===== config.mk =====
export PLATFORM = sky130hd
export DESIGN_NAME = decode_stage
export DESIGN_NICKNAME = d
export VERILOG_FILES = /design/src/rtl/decode_stage.sv
export SDC_FILE = /design/constraint.sdc
export NUM_CORES = 1
export LEC_CHECK = 0
export ABC_CLOCK_PERIOD_IN_PS = 4410
export CAP_MARGIN = 20
export CELL_PAD_IN_SITES_DETAIL_PLACEMENT = 0
export CELL_PAD_IN_SITES_GLOBAL_PLACEMENT = 2
export CORE_MARGIN = 5
export CORE_UTILIZATION = 25
export CTS_CLUSTER_SIZE = 10
export DETAILED_ROUTE_END_ITERATION = 8
export PLACE_DENSITY_LB_ADDON = 0.3
export SYNTH_ARGS = -nofsm -noshare
export SYNTH_HDL_FRONTEND = slang
export SYNTH_SLANG_ARGS = --single-unit

===== constraint.sdc =====
create_clock -name clk -period 4.41 [get_ports clk]
set_input_delay 0.882 -clock clk [delete_from_list [all_inputs] [get_ports clk]]
set_output_delay 0.882 -clock clk [all_outputs]
set_load 0.01 [all_outputs]

===== src/rtl/decode_stage.sv =====
// Registered RV32I/RV64I main-decode stage: decodes one instruction per accepted
// beat into control bits, register fields and a sign-extended immediate.
module decode_stage #(
    parameter int XLEN     = 32,
    parameter bit ENABLE_M = 1'b0
) (
    input  logic            clk,
    input  logic            rst,
    input  logic            in_valid,
    output logic            in_ready,
    input  logic [31:0]     in_instr,
    input  logic [XLEN-1:0] in_pc,
    input  logic            flush,
    output logic            out_valid,
    input  logic            out_ready,
    output logic [XLEN-1:0] out_pc,
    output logic [4:0]      out_rd,
    output logic [4:0]      out_rs1,
    output logic [4:0]      out_rs2,
    output logic [2:0]      out_funct3,
    output logic            out_funct7b5,
    output logic [XLEN-1:0] out_imm,
    output logic            out_reg_write,
    output logic            out_alu_src,
    output logic            out_mem_write,
    output logic            out_mem_read,
    output logic            out_mem_to_reg,
    output logic            out_branch,
    output logic            out_jump,
    output logic [2:0]      out_alu_op,
    output logic            out_illegal,
    output logic            out_ecall,
    output logic            out_ebreak
);

    if (XLEN != 32 && XLEN != 64) begin : g_bad_xlen
        $error("decode_stage: XLEN must be 32 or 64");
    end

    typedef enum logic [2:0] {IMM_NONE, IMM_I, IMM_S, IMM_B, IMM_J, IMM_U} imm_type_e;

    localparam logic [6:0] OP_R      = 7'b0110011;
    localparam logic [6:0] OP_IMM    = 7'b0010011;
    localparam logic [6:0] OP_LOAD   = 7'b0000011;
    localparam logic [6:0] OP_STORE  = 7'b0100011;
    localparam logic [6:0] OP_BRANCH = 7'b1100011;
    localparam logic [6:0] OP_JAL    = 7'b1101111;
    localparam logic [6:0] OP_JALR   = 7'b1100111;
    localparam logic [6:0] OP_LUI    = 7'b0110111;
    localparam logic [6:0] OP_AUIPC  = 7'b0010111;
    localparam logic [6:0] OP_FENCE  = 7'b0001111;
    localparam logic [6:0] OP_SYSTEM = 7'b1110011;

    logic [6:0] opcode;
    logic [2:0] funct3;
    logic [6:0] funct7;

    assign opcode = in_instr[6:0];
    assign funct3 = in_instr[14:12];
    assign funct7 = in_instr[31:25];

    logic        dec_reg_write, dec_alu_src, dec_mem_write, dec_mem_read;
    logic        dec_mem_to_reg, dec_branch, dec_jump;
    logic [2:0]  dec_alu_op;
    logic        dec_illegal, dec_ecall, dec_ebreak;
    imm_type_e   imm_type;
    logic signed [31:0] imm32;
    logic [XLEN-1:0]    dec_imm;
    logic        accept;

    always_comb begin
        dec_reg_write  = 1'b0;
        dec_alu_src    = 1'b0;
        dec_mem_write  = 1'b0;
        dec_mem_read   = 1'b0;
        dec_mem_to_reg = 1'b0;
        dec_branch     = 1'b0;
        dec_jump       = 1'b0;
        dec_alu_op     = 3'b000;
        dec_illegal    = 1'b0;
        dec_ecall      = 1'b0;
        dec_ebreak     = 1'b0;
        imm_type       = IMM_NONE;
        case (opcode)
            OP_R: begin
                dec_reg_write = 1'b1;
                dec_alu_op    = 3'b010;
                if (funct7 == 7'b0000001) begin
                    if (ENABLE_M) dec_alu_op = 3'b100;
                    else          dec_illegal = 1'b1;
                end else if (funct7 != 7'b0000000 && funct7 != 7'b0100000) begin
                    dec_illegal = 1'b1;
                end
            end
            OP_IMM: begin
                dec_alu_src   = 1'b1;
                dec_reg_write = 1'b1;
                dec_alu_op    = 3'b011;
                imm_type      = IMM_I;
            end
            OP_LOAD: begin
                dec_alu_src    = 1'b1;
                dec_reg_write  = 1'b1;
                dec_mem_read   = 1'b1;
                dec_mem_to_reg = 1'b1;
                imm_type       = IMM_I;
            end
            OP_STORE: begin
                dec_alu_src   = 1'b1;
                dec_mem_write = 1'b1;
                imm_type      = IMM_S;
            end
            OP_BRANCH: begin
                dec_branch  = 1'b1;
                dec_alu_src = 1'b1;
                dec_alu_op  = 3'b001;
                imm_type    = IMM_B;
                if (funct3 == 3'b010 || funct3 == 3'b011) dec_illegal = 1'b1;
            end
            OP_JAL: begin
                dec_jump      = 1'b1;
                dec_alu_src   = 1'b1;
                dec_reg_write = 1'b1;
                imm_type      = IMM_J;
            end
            OP_JALR: begin
                dec_jump      = 1'b1;
                dec_alu_src   = 1'b1;
                dec_reg_write = 1'b1;
                imm_type      = IMM_I;
                if (funct3 != 3'b000) dec_illegal = 1'b1;
            end
            OP_LUI: begin
                dec_alu_src   = 1'b1;
                dec_reg_write = 1'b1;
                dec_alu_op    = 3'b101;
                imm_type      = IMM_U;
            end
            OP_AUIPC: begin
                dec_alu_src   = 1'b1;
                dec_reg_write = 1'b1;
                dec_alu_op    = 3'b110;
                imm_type      = IMM_U;
            end
            OP_FENCE: begin
                dec_illegal = 1'b0;
            end
            OP_SYSTEM: begin
                if (in_instr == 32'h0000_0073)      dec_ecall   = 1'b1;
                else if (in_instr == 32'h0010_0073) dec_ebreak  = 1'b1;
                else                                dec_illegal = 1'b1;
            end
            default: dec_illegal = 1'b1;
        endcase
        if (in_instr[1:0] != 2'b11) dec_illegal = 1'b1;

        // Traps squash every side-effecting control and the immediate.
        if (dec_illegal || dec_ecall || dec_ebreak) begin
            dec_reg_write = 1'b0;
            dec_mem_write = 1'b0;
            dec_mem_read  = 1'b0;
            dec_branch    = 1'b0;
            dec_jump      = 1'b0;
            dec_alu_op    = 3'b000;
            imm_type      = IMM_NONE;
        end
    end

    // Every immediate fits a sign-extended 32-bit form, so widen that to XLEN.
    always_comb begin
        imm32 = '0;
        case (imm_type)
            IMM_I: imm32 = {{20{in_instr[31]}}, in_instr[31:20]};
            IMM_S: imm32 = {{20{in_instr[31]}}, in_instr[31:25], in_instr[11:7]};
            IMM_B: imm32 = {{19{in_instr[31]}}, in_instr[31], in_instr[7],
                            in_instr[30:25], in_instr[11:8], 1'b0};
            IMM_J: imm32 = {{11{in_instr[31]}}, in_instr[31], in_instr[19:12],
                            in_instr[20], in_instr[30:21], 1'b0};
            IMM_U: imm32 = {in_instr[31:12], 12'b0};
            default: imm32 = '0;
        endcase
        dec_imm = XLEN'(imm32);
    end

    assign in_ready = !out_valid || out_ready;
    assign accept   = in_valid && in_ready && !flush;

    always_ff @(posedge clk or posedge rst) begin
        if (rst) begin
            out_valid      <= 1'b0;
            out_pc         <= '0;
            out_rd         <= '0;
            out_rs1        <= '0;
            out_rs2        <= '0;
            out_funct3     <= '0;
            out_funct7b5   <= 1'b0;
            out_imm        <= '0;
            out_reg_write  <= 1'b0;
            out_alu_src    <= 1'b0;
            out_mem_write  <= 1'b0;
            out_mem_read   <= 1'b0;
            out_mem_to_reg <= 1'b0;
            out_branch     <= 1'b0;
            out_jump       <= 1'b0;
            out_alu_op     <= '0;
            out_illegal    <= 1'b0;
            out_ecall      <= 1'b0;
            out_ebreak     <= 1'b0;
        end else begin
            if (flush)          out_valid <= 1'b0;
            else if (accept)    out_valid <= 1'b1;
            else if (out_ready) out_valid <= 1'b0;

            if (accept) begin
                out_pc         <= in_pc;
                out_rd         <= in_instr[11:7];
                out_rs1        <= in_instr[19:15];
                out_rs2        <= in_instr[24:20];
                out_funct3     <= funct3;
                out_funct7b5   <= in_instr[30];
                out_imm        <= dec_imm;
                out_reg_write  <= dec_reg_write;
                out_alu_src    <= dec_alu_src;
                out_mem_write  <= dec_mem_write;
                out_mem_read   <= dec_mem_read;
                out_mem_to_reg <= dec_mem_to_reg;
                out_branch     <= dec_branch;
                out_jump       <= dec_jump;
                out_alu_op     <= dec_alu_op;
                out_illegal    <= dec_illegal;
                out_ecall      <= dec_ecall;
                out_ebreak     <= dec_ebreak;
            end
        end
    end

endmodule


Word-level counts from Yosys, hierarchy flattened --
Index checks and enable logic that the tools add are counted.
Word-level totals: input port bits 69, register bits after elaboration 97
Cells by class: equality and inequality tests 23, reduce and logical (&&, ||, !) cells 18, muxes and demuxes 32
Operators with widths (count):
- case mux 32 bit (5 select lines) | 1
- == test 32 x 21 -> 1 bit, second input constant | 1
- == test 32 x 7 -> 1 bit, second input constant | 1
- case mux 3 bit (5 select lines) | 2
- == test 7 bit, second input constant | 4
- 2-to-1 mux 1 bit | 26
- == test 7 x 6 -> 1 bit, second input constant | 3
- == test 7 x 5 -> 1 bit, second input constant | 2
- OR reduction 7 bit | 2
- == test 3 x 2 -> 1 bit, second input constant | 4
- OR reduction 8 bit | 1
- == test 7 x 1 -> 1 bit, second input constant | 1
- == test 7 x 2 -> 1 bit, second input constant | 1
- == test 7 x 4 -> 1 bit, second input constant | 1
- != test 7 x 6 -> 1 bit, second input constant | 1
- nonzero test 7 bit | 1
- == test 3 bit, second input constant | 2
- 2-to-1 mux 3 bit | 2
- nonzero test 3 bit | 2
- case mux 1 bit (5 select lines) | 1
- logical OR 1 bit | 4
- OR reduction 2 bit | 2
- == test 3 x 1 -> 1 bit, second input constant | 1
- logical AND 1 bit | 3
- other kinds (3) | 4

Longest topological paths before layout --
Gate-level depths: netlist of run 1.
word-level depth 11, mapped depth 8, depth with buffers taken out 6

Worst setup path before layout of run 1 --
Ideal clock, no wire load.
kind input port to flip-flop, start input out_ready, end register out_imm[12], data required time 4342 ps, slack 1882 ps, cell stages on the path 6, arrival time 2460 ps, setup time 68 ps, cells stage by stage nor2b_1 > or4b_4 > or4_1 > nor4bb_1 > buf_2 > a221o_1
On the way: word-level cells in the longest chain between the ends 3
Ends and longest elaborated chain:
- from (decl) | line 15 | input logic out_ready,
- logical OR 1 bit | line 185 | assign in_ready = !out_valid || out_ready;
- logical AND 1 bit (2 in a row) | line 186 | assign accept = in_valid && in_ready && !flush;
- to (signal assigned) | line 221 | out_imm <= dec_imm;
- to (decl) | line 22 | output logic [XLEN-1:0] out_imm,
Every way passes these cells. A chain may end at the register's enable or synchronous reset.

Worst setup path after layout of run 1 --
start input in_instr[6], end register out_imm[27]
On the way: word-level cells in the longest chain between the ends 10, elaborated cells between the ends (all ways) 35
Ends and longest elaborated chain:
- from (decl) | line 11 | input logic [31:0] in_instr,
- == test 32 x 21 -> 1 bit | line 150 | else if (in_instr == 32'h0010_0073) dec_ebreak = 1'b1;
- 2-to-1 mux 1 bit | line 150
- 2-to-1 mux 1 bit | line 149 | if (in_instr == 32'h0000_0073) dec_ecall = 1'b1;
- case mux 1 bit (5 select lines) | line 84 | case (opcode)
- 2-to-1 mux 1 bit | line 155 | if (in_instr[1:0] != 2'b11) dec_illegal = 1'b1;
- logical OR 1 bit (2 in a row) | line 158 | if (dec_illegal || dec_ecall || dec_ebreak) begin
- 2-to-1 mux 3 bit * | line 158
- == test 3 bit, or another cell as far along | line 172 | case (imm_type)
- case mux 32 bit (5 select lines) * | line 172
Every way passes the cells marked *; elsewhere a longest branch is shown, timed or not.

==> Implementation_results.wiki, run 1 <==
{| class="wikitable"
! Metric !! Value
|-
| Run status || finished clean
|-
| Clock root buffer master || sky130_fd_sc_hd__clkbuf_16
|-
| # diodes || 0
|-
| Routing usage on met2 || 24.4%
|-
| Routed wirelength normalized by instance count || 17.6 µm
|-
| Number of instances in the synthesized netlist || 457
|-
| Final hold slack || 0.474 ns
|-
| Post-CTS sizing || 0
|-
| Crit path DAT || 3.57 ns
|-
| Number of buffers inserted to repair setup after CTS || 0
|-
| Placer's final routability congestion estimate || 0.840
|-
| Classification of the worst-slack hold path || flip-flop to flip-flop
|-
| Type of destination of the critical path || flip-flop
|-
| Signed area change from the synthesized netlist to the final layout || 53.7%
|-
| CP Cell Sequence || clkdlybuf4s50_1 -> nor2_1 -> a21oi_1 -> o32ai_1 -> nand3_1 -> o21ai_0
|-
| Slowest cell on the critical path || sky130_fd_sc_hd__o32ai_1
|-
| Ys flop type || sky130_fd_sc_hd__dfrtp_1
|-
| Portion of synthesized cell area occupied by the leading cell type || 58.1%
|-
| Maximum root-to-sink buffer count || 2
|-
| Final Cycle Share || 75.3%
|-
| Clock insertion delay at the later pin of the skew report || 0.34 ns
|-
| Width of the chip || 139 µm
|-
| Number of nets in the layout || 685
|-
| Post-route worst setup slack || 1.09 ns
|-
| Initial Utilization || 25.4%
|-
| Adder-cell share of the synthesized area || 0%
|-
| Slowest cell delay on critical path || 0.78 ns
|-
| Largest family of logic cells by synthesized area || simple AND/OR/NAND/NOR gates
|-
| Post-synthesis sequential area ratio || 58.1%
|-
| Share of the core filled with cells || 39.0%
|-
| RSZ-0062 raised after global routing || no
|-
| First-pass DRT Iterations || 4
|-
| Worst slew margin relative to its limit || 37.8%
|-
| Static Leak || 2.82 nW
|-
| Worst slack at placement || 0.784 ns
|-
| Number of buffers inserted for hold repair after clock tree synthesis || 0
|-
| TNS Setup || 0 ns
|-
| Count of flip-flops with a built-in enable after synthesis || 0
|-
| Global-route met1 utilization || 19.4%
|-
| Number of warnings printed during yosys synthesis || 0
|-
| Xor and xnor fraction of the mapped netlist area || 0%
|-
| Layout cell share with drive strength beyond 1 || 4.52%
|-
| Total number of clock tree sinks || 97
|-
| DR iter-0 viols || 290
|-
| Post-Synth Simple-Gate Area || 25.2%
|-
| Antenna Nets Post-Route || 0
|-
| GRT Total Usage || 15.3%
|-
| Busiest layer in global routing || met2
|-
| Largest cells by area after synthesis || sky130_fd_sc_hd__dfrtp_1, sky130_fd_sc_hd__nand2_1, sky130_fd_sc_hd__o21ai_0
|-
| Vias in the first global route || 4030
|-
| Number of hold-slack violations in the final timing report || 0
|-
| Total clock buffers created by CTS || 9
|-
| Time the worst path needs with I/O delays and setup || 3.32 ns
|-
| Largest registers || out_imm x32, out_pc x32
|-
| Wire length of the first global-routing pass || 23500 µm
|-
| Max cap viols || 0
|-
| Site row count || 47
|-
| Half-perimeter wire length after detailed placement || 10700 µm
|-
| Maximum resistive drop on vdd || 0.164 mV
|-
| Startpoint class of the critical path || input port
|-
| Pin count of the biggest net entering global routing || 86
|-
| Vias/cell || 4.63
|-
| Mean post-synth cell area || 9.14 µm²
|-
| Total cell area at the placement stage || 0.00608 mm²
|-
| Aggregate routed wire length || 14800 µm
|-
| CTS tree || done
|-
| Met3 Usage GRT || 5.93%
|-
| Critical Path Fanout Max || 16
|-
| Achievable Freq || 0.301 GHz
|-
| Slew @ Worst Pin || 0.930 ns
|-
| Area of the mapped netlist || 0.00418 mm²
|-
| Power per cell area || 357 mW/mm²
|-
| Non-Filler Cell Area, Final || 0.00642 mm²
|-
| Detailed-route DRC error count || 0
|-
| Number of distinct library cells after synthesis || 48
|-
| Post-synthesis register bit count || 97
|-
| Synth Area in Compound Gates || 13.8%
|-
| Worst clock skew on the final layout || 0.00569 ns
|-
| Mux contribution to synthesized area || 0%
|-
| Net count after synthesis || 526
|-
| Total overflow reported by the global router || 0
|-
| Cell taking the most area after synthesis || sky130_fd_sc_hd__dfrtp_1
|-
| Total of endpoints with negative setup slack in the final report || 0
|-
| Number of antenna violations at the first check in global routing || 0
|-
| Floorplan core area || 0.0165 mm²
|-
| Total I/O pin count || 167
|-
| Die footprint || 0.0194 mm²
|-
| Required @ worst endpoint || 4.66 ns
|-
| Async set or reset register ratio after synthesis || 100%
|-
| Multi-input gate area || 0.00164 mm²
|-
| Number of fill cells || 1669
|-
| Die Ht || 139 µm
|-
| Number of port buffers || 166
|-
| Total area of sequential cells || 0.00243 mm²
|-
| Critical path start-end classification || input port to flip-flop
|-
| Vias || 3891
|-
| H-Tree Level Count || 3
|-
| Number of pins with negative max-slew slack in the final report || 0
|-
| Clock-pin transition on the worst setup and hold timing paths || 0.06 ns
|}
-- metrics by stage --
step | power [mW] | cells
detailed placement | 1.47 | 824
global placement | 1.46 | 824
finish | 2.29 | 840
CTS | 2.33 | 839
global route | 2.41 | 840
floorplan | 1.18 | 457
-- synthesized netlist by cell type (2+ instances only) --
master and number:
sky130_fd_sc_hd__a21o_1 2, sky130_fd_sc_hd__a21oi_1 16, sky130_fd_sc_hd__a221o_1 8, sky130_fd_sc_hd__a22o_1 2, sky130_fd_sc_hd__a22oi_1 16, sky130_fd_sc_hd__a31oi_1 2, sky130_fd_sc_hd__a32o_1 3, sky130_fd_sc_hd__and2_1 2
sky130_fd_sc_hd__and3b_1 2, sky130_fd_sc_hd__buf_1 3, sky130_fd_sc_hd__buf_2 4, sky130_fd_sc_hd__clkbuf_1 20, sky130_fd_sc_hd__dfrtp_1 97, sky130_fd_sc_hd__inv_1 4, sky130_fd_sc_hd__nand2_1 186, sky130_fd_sc_hd__nand2b_1 3
sky130_fd_sc_hd__nand3_1 5, sky130_fd_sc_hd__nand3b_1 3, sky130_fd_sc_hd__nand4_1 3, sky130_fd_sc_hd__nor2_1 12, sky130_fd_sc_hd__nor2b_1 3, sky130_fd_sc_hd__nor3_1 4, sky130_fd_sc_hd__nor3b_1 2, sky130_fd_sc_hd__nor4_1 5
sky130_fd_sc_hd__o21ai_0 25, sky130_fd_sc_hd__o31ai_1 2, sky130_fd_sc_hd__or4_1 2
-- path summary, 6_finish.rpt --
kind	start	cells after the start	slack (ns)	to
worst max-delay path	in_instr[6]	6	1.09	out_imm[27]$_DFFE_PP0P_
worst min register to register	out_rd[0]$_DFFE_PP0P_	2	0.47	out_rd[0]$_DFFE_PP0P_
min in group asynchronous	rst	2	0.86	out_pc[21]$_DFFE_PP0P_
max in group asynchronous	rst	3	2.92	out_rd[1]$_DFFE_PP0P_
worst max register to register	out_valid$_DFFE_PP0P_	6	2.09	out_imm[14]$_DFFE_PP0P_
worst min-delay path	out_rd[0]$_DFFE_PP0P_	2	0.47	out_rd[0]$_DFFE_PP0P_
-- placed cells by master, fill, tap and decap left out, types with 3 or more instances in the layout --
cell / instances
sky130_fd_sc_hd__a21oi_1: 16
sky130_fd_sc_hd__a221o_1: 8
sky130_fd_sc_hd__a22oi_1: 16
sky130_fd_sc_hd__a32o_1: 3
sky130_fd_sc_hd__buf_4: 8
sky130_fd_sc_hd__clkbuf_16: 9
sky130_fd_sc_hd__clkdlybuf4s50_1: 166
sky130_fd_sc_hd__dfrtp_1: 97
sky130_fd_sc_hd__inv_1: 3
sky130_fd_sc_hd__nand2_1: 186
sky130_fd_sc_hd__nand2b_1: 3
sky130_fd_sc_hd__nand3_1: 5
sky130_fd_sc_hd__nand3b_1: 3
sky130_fd_sc_hd__nand4_1: 3
sky130_fd_sc_hd__nor2_1: 12
sky130_fd_sc_hd__nor2b_1: 3
sky130_fd_sc_hd__nor3_1: 4
sky130_fd_sc_hd__nor4_1: 5
sky130_fd_sc_hd__o21ai_0: 25
-- power breakdown --
| part | leakage [nW] | internal (mW) | switching, mW |
|---|---|---|---|
| clock network | 0.153 | 0.510 | 0.337 |
| registers | 1.26 | 0.967 | 0.0426 |
| logic | 1.40 | 0.232 | 0.205 |
-- routing by layer --
layer / part of all wire [%] / up-vias
li1: - / 1868
met1: 41 / 1864
met2: 48 / 146
met3: 9.7 / 13
met4: 1.3 / 0
met5: 0 / -
-- area by class of cell --
cell class | instances | area share (%)
multi-input cells | 329 | 25.5
clock buffers | 12 | 3.84
clock inverters | 3 | 1.01
inverters | 4 | 0.273
well taps | 220 | 4.29
flip-flops and latches | 97 | 37.8
repair buffers | 175 | 27.2
-- kinds of logic (layout without fill, tap and decap cells) --
| family | Yosys count | after routing |
|---|---|---|
| flip-flops | 97 | 97 |
| AO/OA/AOI/OAI | 86 | 86 |
| buffers and inverters | 31 | 194 |
| AND/OR/NAND/NOR | 243 | 243 |
-- critical path: cells and delay by family --
kind / cells / cell delay, ns
AOI/OAI and AO/OA: 3 / 1.19
buffers and inverters: 1 / 0.67
and+or+nand+nor: 2 / 0.81
Note: power is estimated with default switching activity, not from simulation.
==> run 2, diff against run 1 <==
Settings changed: ABC_CLOCK_PERIOD_IN_PS 4410 to 2700, CORE_UTILIZATION 25 to 22.
Clock period 4.41 ns to 2.7 ns, I/O delays scaled along.
==> run 2 against run 1 <==
Effect of this change:
- critical path depth increased by 1
- combinational power increased by 75%
- die area increased by 13%
- design area increased by 5.1%
- first-iteration DRC count decreased by 44%
- worst hold slack got worse by 0.00078 ns
- non-clock buffer count increased by 40
- register-to-register slack got worse by 1.7 ns
- final cell count increased by 6.4%
- via count increased by 1.9%
==> Implementation_results.wiki, run 2 (synthesis gave the netlist of run 1 again) <==
{| class="wikitable"
! Metric !! Value
|-
| Number of fill cells || 1893 (+13%)
|-
| Routed wirelength normalized by instance count || 17.7 µm (+0.71%)
|-
| Required @ worst endpoint || 2.99 ns (-1.67 ns)
|-
| Worst slew margin relative to its limit || 55.5% (+18 points)
|-
| Floorplan core area || 0.0187 mm² (+14%)
|-
| Reg-to-reg startpoint || out_valid$_DFFE_PP0P_
|-
| Number of hold-slack violations in the final timing report || 0 (unchanged)
|-
| Total of endpoints with negative setup slack in the final report || 0 (unchanged)
|-
| Initial Utilization || 22.3% (-3.0 points)
|-
| Power per cell area || 553 mW/mm² (+55%)
|-
| Vias || 3965 (+1.9%)
|-
| Maximum root-to-sink buffer count || 2 (unchanged)
|-
| Vias in the first global route || 4030 (unchanged)
|-
| Switching Share || 27.4% (+1.8 points)
|-
| Run status || finished clean
|-
| Width of the chip || 148 µm (+6.1%)
|-
| Placer's final routability congestion estimate || 0.831 (-1.1%)
|-
| Multi-input gate area || 0.00164 mm² (unchanged)
|-
| Pin count of the biggest net entering global routing || 98 (+14%)
|-
| Crit path from || in_instr[1]
|-
| Type of destination of the critical path || flip-flop
|-
| Die Ht || 148 µm (+6.1%)
|-
| Number of antenna violations at the first check in global routing || 0 (unchanged)
|-
| Number of buffers inserted to repair setup after CTS || 0 (unchanged)
|-
| RSZ-0062 raised after global routing || no
|-
| Clock insertion delay at the later pin of the skew report || 0.35 ns (about the same)
|-
| Maximum resistive drop on vdd || 0.283 mV (+72%)
|-
| Net load switching power || 1.02 mW (+75%)
|-
| Number of buffers inserted for hold repair after clock tree synthesis || 0 (unchanged)
|-
| Layout cell share with drive strength beyond 1 || 10.6% (+6.1 points)
|-
| Most frequent cells in the layout || sky130_fd_sc_hd__nand2_1, sky130_fd_sc_hd__clkdlybuf4s50_1, sky130_fd_sc_hd__dfrtp_1
|-
| Final Cycle Share || 94.4%
|-
| # diodes || 0 (unchanged)
|-
| DR iter-0 viols || 162 (-44%)
|-
| Number of nets in the layout || 725 (+5.8%)
|-
| Worst clock skew on the final layout || 0.00648 ns (+0.000788 ns)
|-
| Crit path DAT || 2.84 ns (-0.73 ns)
|-
| Post-CTS sizing || 0 (unchanged)
|-
| Total I/O pin count || 167 (unchanged)
|-
| Worst-case register-to-register setup slack || 0.40 ns (-1.69 ns)
|-
| First-pass DRT Iterations || 4 (unchanged)
|-
| Critical Path Fanout Max || 8 (-8)
|-
| Number of pins with negative max-slew slack in the final report || 0 (unchanged)
|-
| Cell internal pwr || 2.71 mW (+59%)
|-
| Total cell area at the placement stage || 0.00646 mm² (+6.2%)
|-
| Signed area change from the synthesized netlist to the final layout || 61.6%
|-
| Total overflow reported by the global router || 0 (unchanged)
|-
| Site row count || 50 (+6.4%)
|-
| Endpoint of the worst setup timing path || out_imm[14]$_DFFE_PP0P_
|-
| Half-perimeter wire length after detailed placement || 11600 µm (+8.7%)
|-
| Max cap viols || 0 (unchanged)
|-
| Non-Filler Cell Area, Final || 0.00675 mm² (+5.1%)
|-
| Die footprint || 0.0218 mm² (+13%)
|-
| Startpoint class of the critical path || input port
|-
| Worst reg2reg endpoint || out_imm[14]$_DFFE_PP0P_
|-
| Detailed-route DRC error count || 0 (unchanged)
|-
| Combinational fraction of design power || 20.5% (+1.4 points)
|-
| GRT Total Usage || 14.3% (-1.0 points)
|-
| Static Leak || 3.01 nW (+6.6%)
|-
| H-Tree Level Count || 3 (unchanged)
|-
| Achievable Freq || 0.393 GHz
|-
| Number of port buffers || 166 (unchanged)
|-
| Total clock buffers created by CTS || 9 (unchanged)
|-
| Number of cells traversed by the worst register-to-register path || 6 (unchanged)
|-
| Slew @ Worst Pin || 0.665 ns (-0.266 ns)
|-
| Register share of total power || 44.1% (about the same)
|-
| Largest registers || out_imm x32, out_pc x32
|-
| Time the worst path needs with I/O delays and setup || 2.55 ns
|-
| Share of the core filled with cells || 36.1% (-2.9 points)
|-
| Critical path start-end classification || input port to flip-flop
|-
| Wire length of the first global-routing pass || 24400 µm (+3.6%)
|-
| Total area of sequential cells || 0.00243 mm² (unchanged)
|-
| Most common library cell in the layout ignoring fill and taps || sky130_fd_sc_hd__nand2_1
|-
| Clock power share || 35.3% (-1.6 points)
|-
| Classification of the worst-slack hold path || flip-flop to flip-flop
|-
| Total number of clock tree sinks || 97 (unchanged)
|-
| Clock-pin transition on the worst setup and hold timing paths || 0.07 ns (about the same)
|-
| Antenna Nets Post-Route || 0 (unchanged)
|-
| Aggregate routed wire length || 15900 µm (+7.2%)
|-
| Clock root buffer master || sky130_fd_sc_hd__clkbuf_16
|-
| Vias/cell || 4.44 (-4.3%)
|-
| CTS tree || done
|}
==> run 2: cell count changes in the layout (fill, tap and decap cells not counted), sizes merged <==
cell	delta
buf	+40
clkinv	+1
clkinvlp	+2
inv	+1
clkbuf	-3
bufinv	-1
==> run 2: how the worst min path moves through the flow <==
stage / end / cells after the start / start
2_1_floorplan: out_funct3[0]$_DFFE_PP0P_ / 2 / out_funct3[0]$_DFFE_PP0P_
3_3_place_gp: out_pc[14]$_DFFE_PP0P_ / 2 / out_pc[14]$_DFFE_PP0P_
3_5_place_dp: out_rd[2]$_DFFE_PP0P_ / 2 / out_rd[2]$_DFFE_PP0P_
4_1_cts: out_pc[3]$_DFFE_PP0P_ / 2 / out_pc[3]$_DFFE_PP0P_
5_1_grt: out_rd[2]$_DFFE_PP0P_ / 2 / out_rd[2]$_DFFE_PP0P_
6_report: out_pc[3]$_DFFE_PP0P_ / 2 / out_pc[3]$_DFFE_PP0P_
==> run 2: power groups by stage <==
stage	Combinational [mW]	Clock (mW)	Sequential (mW)
3_3_place_gp	0.774	0	1.67
2_1_floorplan	0.204	0	1.73
3_5_place_dp	0.778	0	1.67
5_1_grt	0.833	1.42	1.66
4_1_cts	0.782	1.37	1.65
6_report	0.766	1.32	1.65
==> run 2: critical path: stages <==
cell                              delay (ns)
sky130_fd_sc_hd__clkdlybuf4s50_1        0.53
sky130_fd_sc_hd__nand2_2                0.10
sky130_fd_sc_hd__or4b_4                 0.49
sky130_fd_sc_hd__or4_1                  0.50
sky130_fd_sc_hd__nor4bb_1               0.32
sky130_fd_sc_hd__buf_4                  0.23
sky130_fd_sc_hd__a221o_1                0.13
==> run 2: through the flow <==
step	power (mW)	hold slack (ns)	setup slack (ns)	std cells	setup TNS, ns
after floorplan	1.93	0.514	0.514	457	0
after global placement	2.44	0.456	-0.154	879	-2.11
after detailed placement	2.45	0.461	-0.184	879	-2.16
after CTS	3.80	0.478	0.153	894	0
after global routing	3.92	0.485	0.0280	894	0
final	3.73	0.473	0.152	894	0
==> run 2: cell type report <==
class	count	share of cell area, %
Timing Repair Buffer	215	30.8
Sequential cell	97	36.0
Clock inverter	6	1.00
Multi-Input combinational cell	329	24.3
Tap cell	234	4.34
Clock buffer	9	3.34
Inverter	4	0.278
==> run 2: layer usage <==
metal	share of wire, %	GRT usage, %	vias up
met4	1.4	4.01	0
met3	7.2	5.30	15
met5	0	0	-
li1	-	-	1954
met1	43	17.8	1888
met2	48	23.3	108
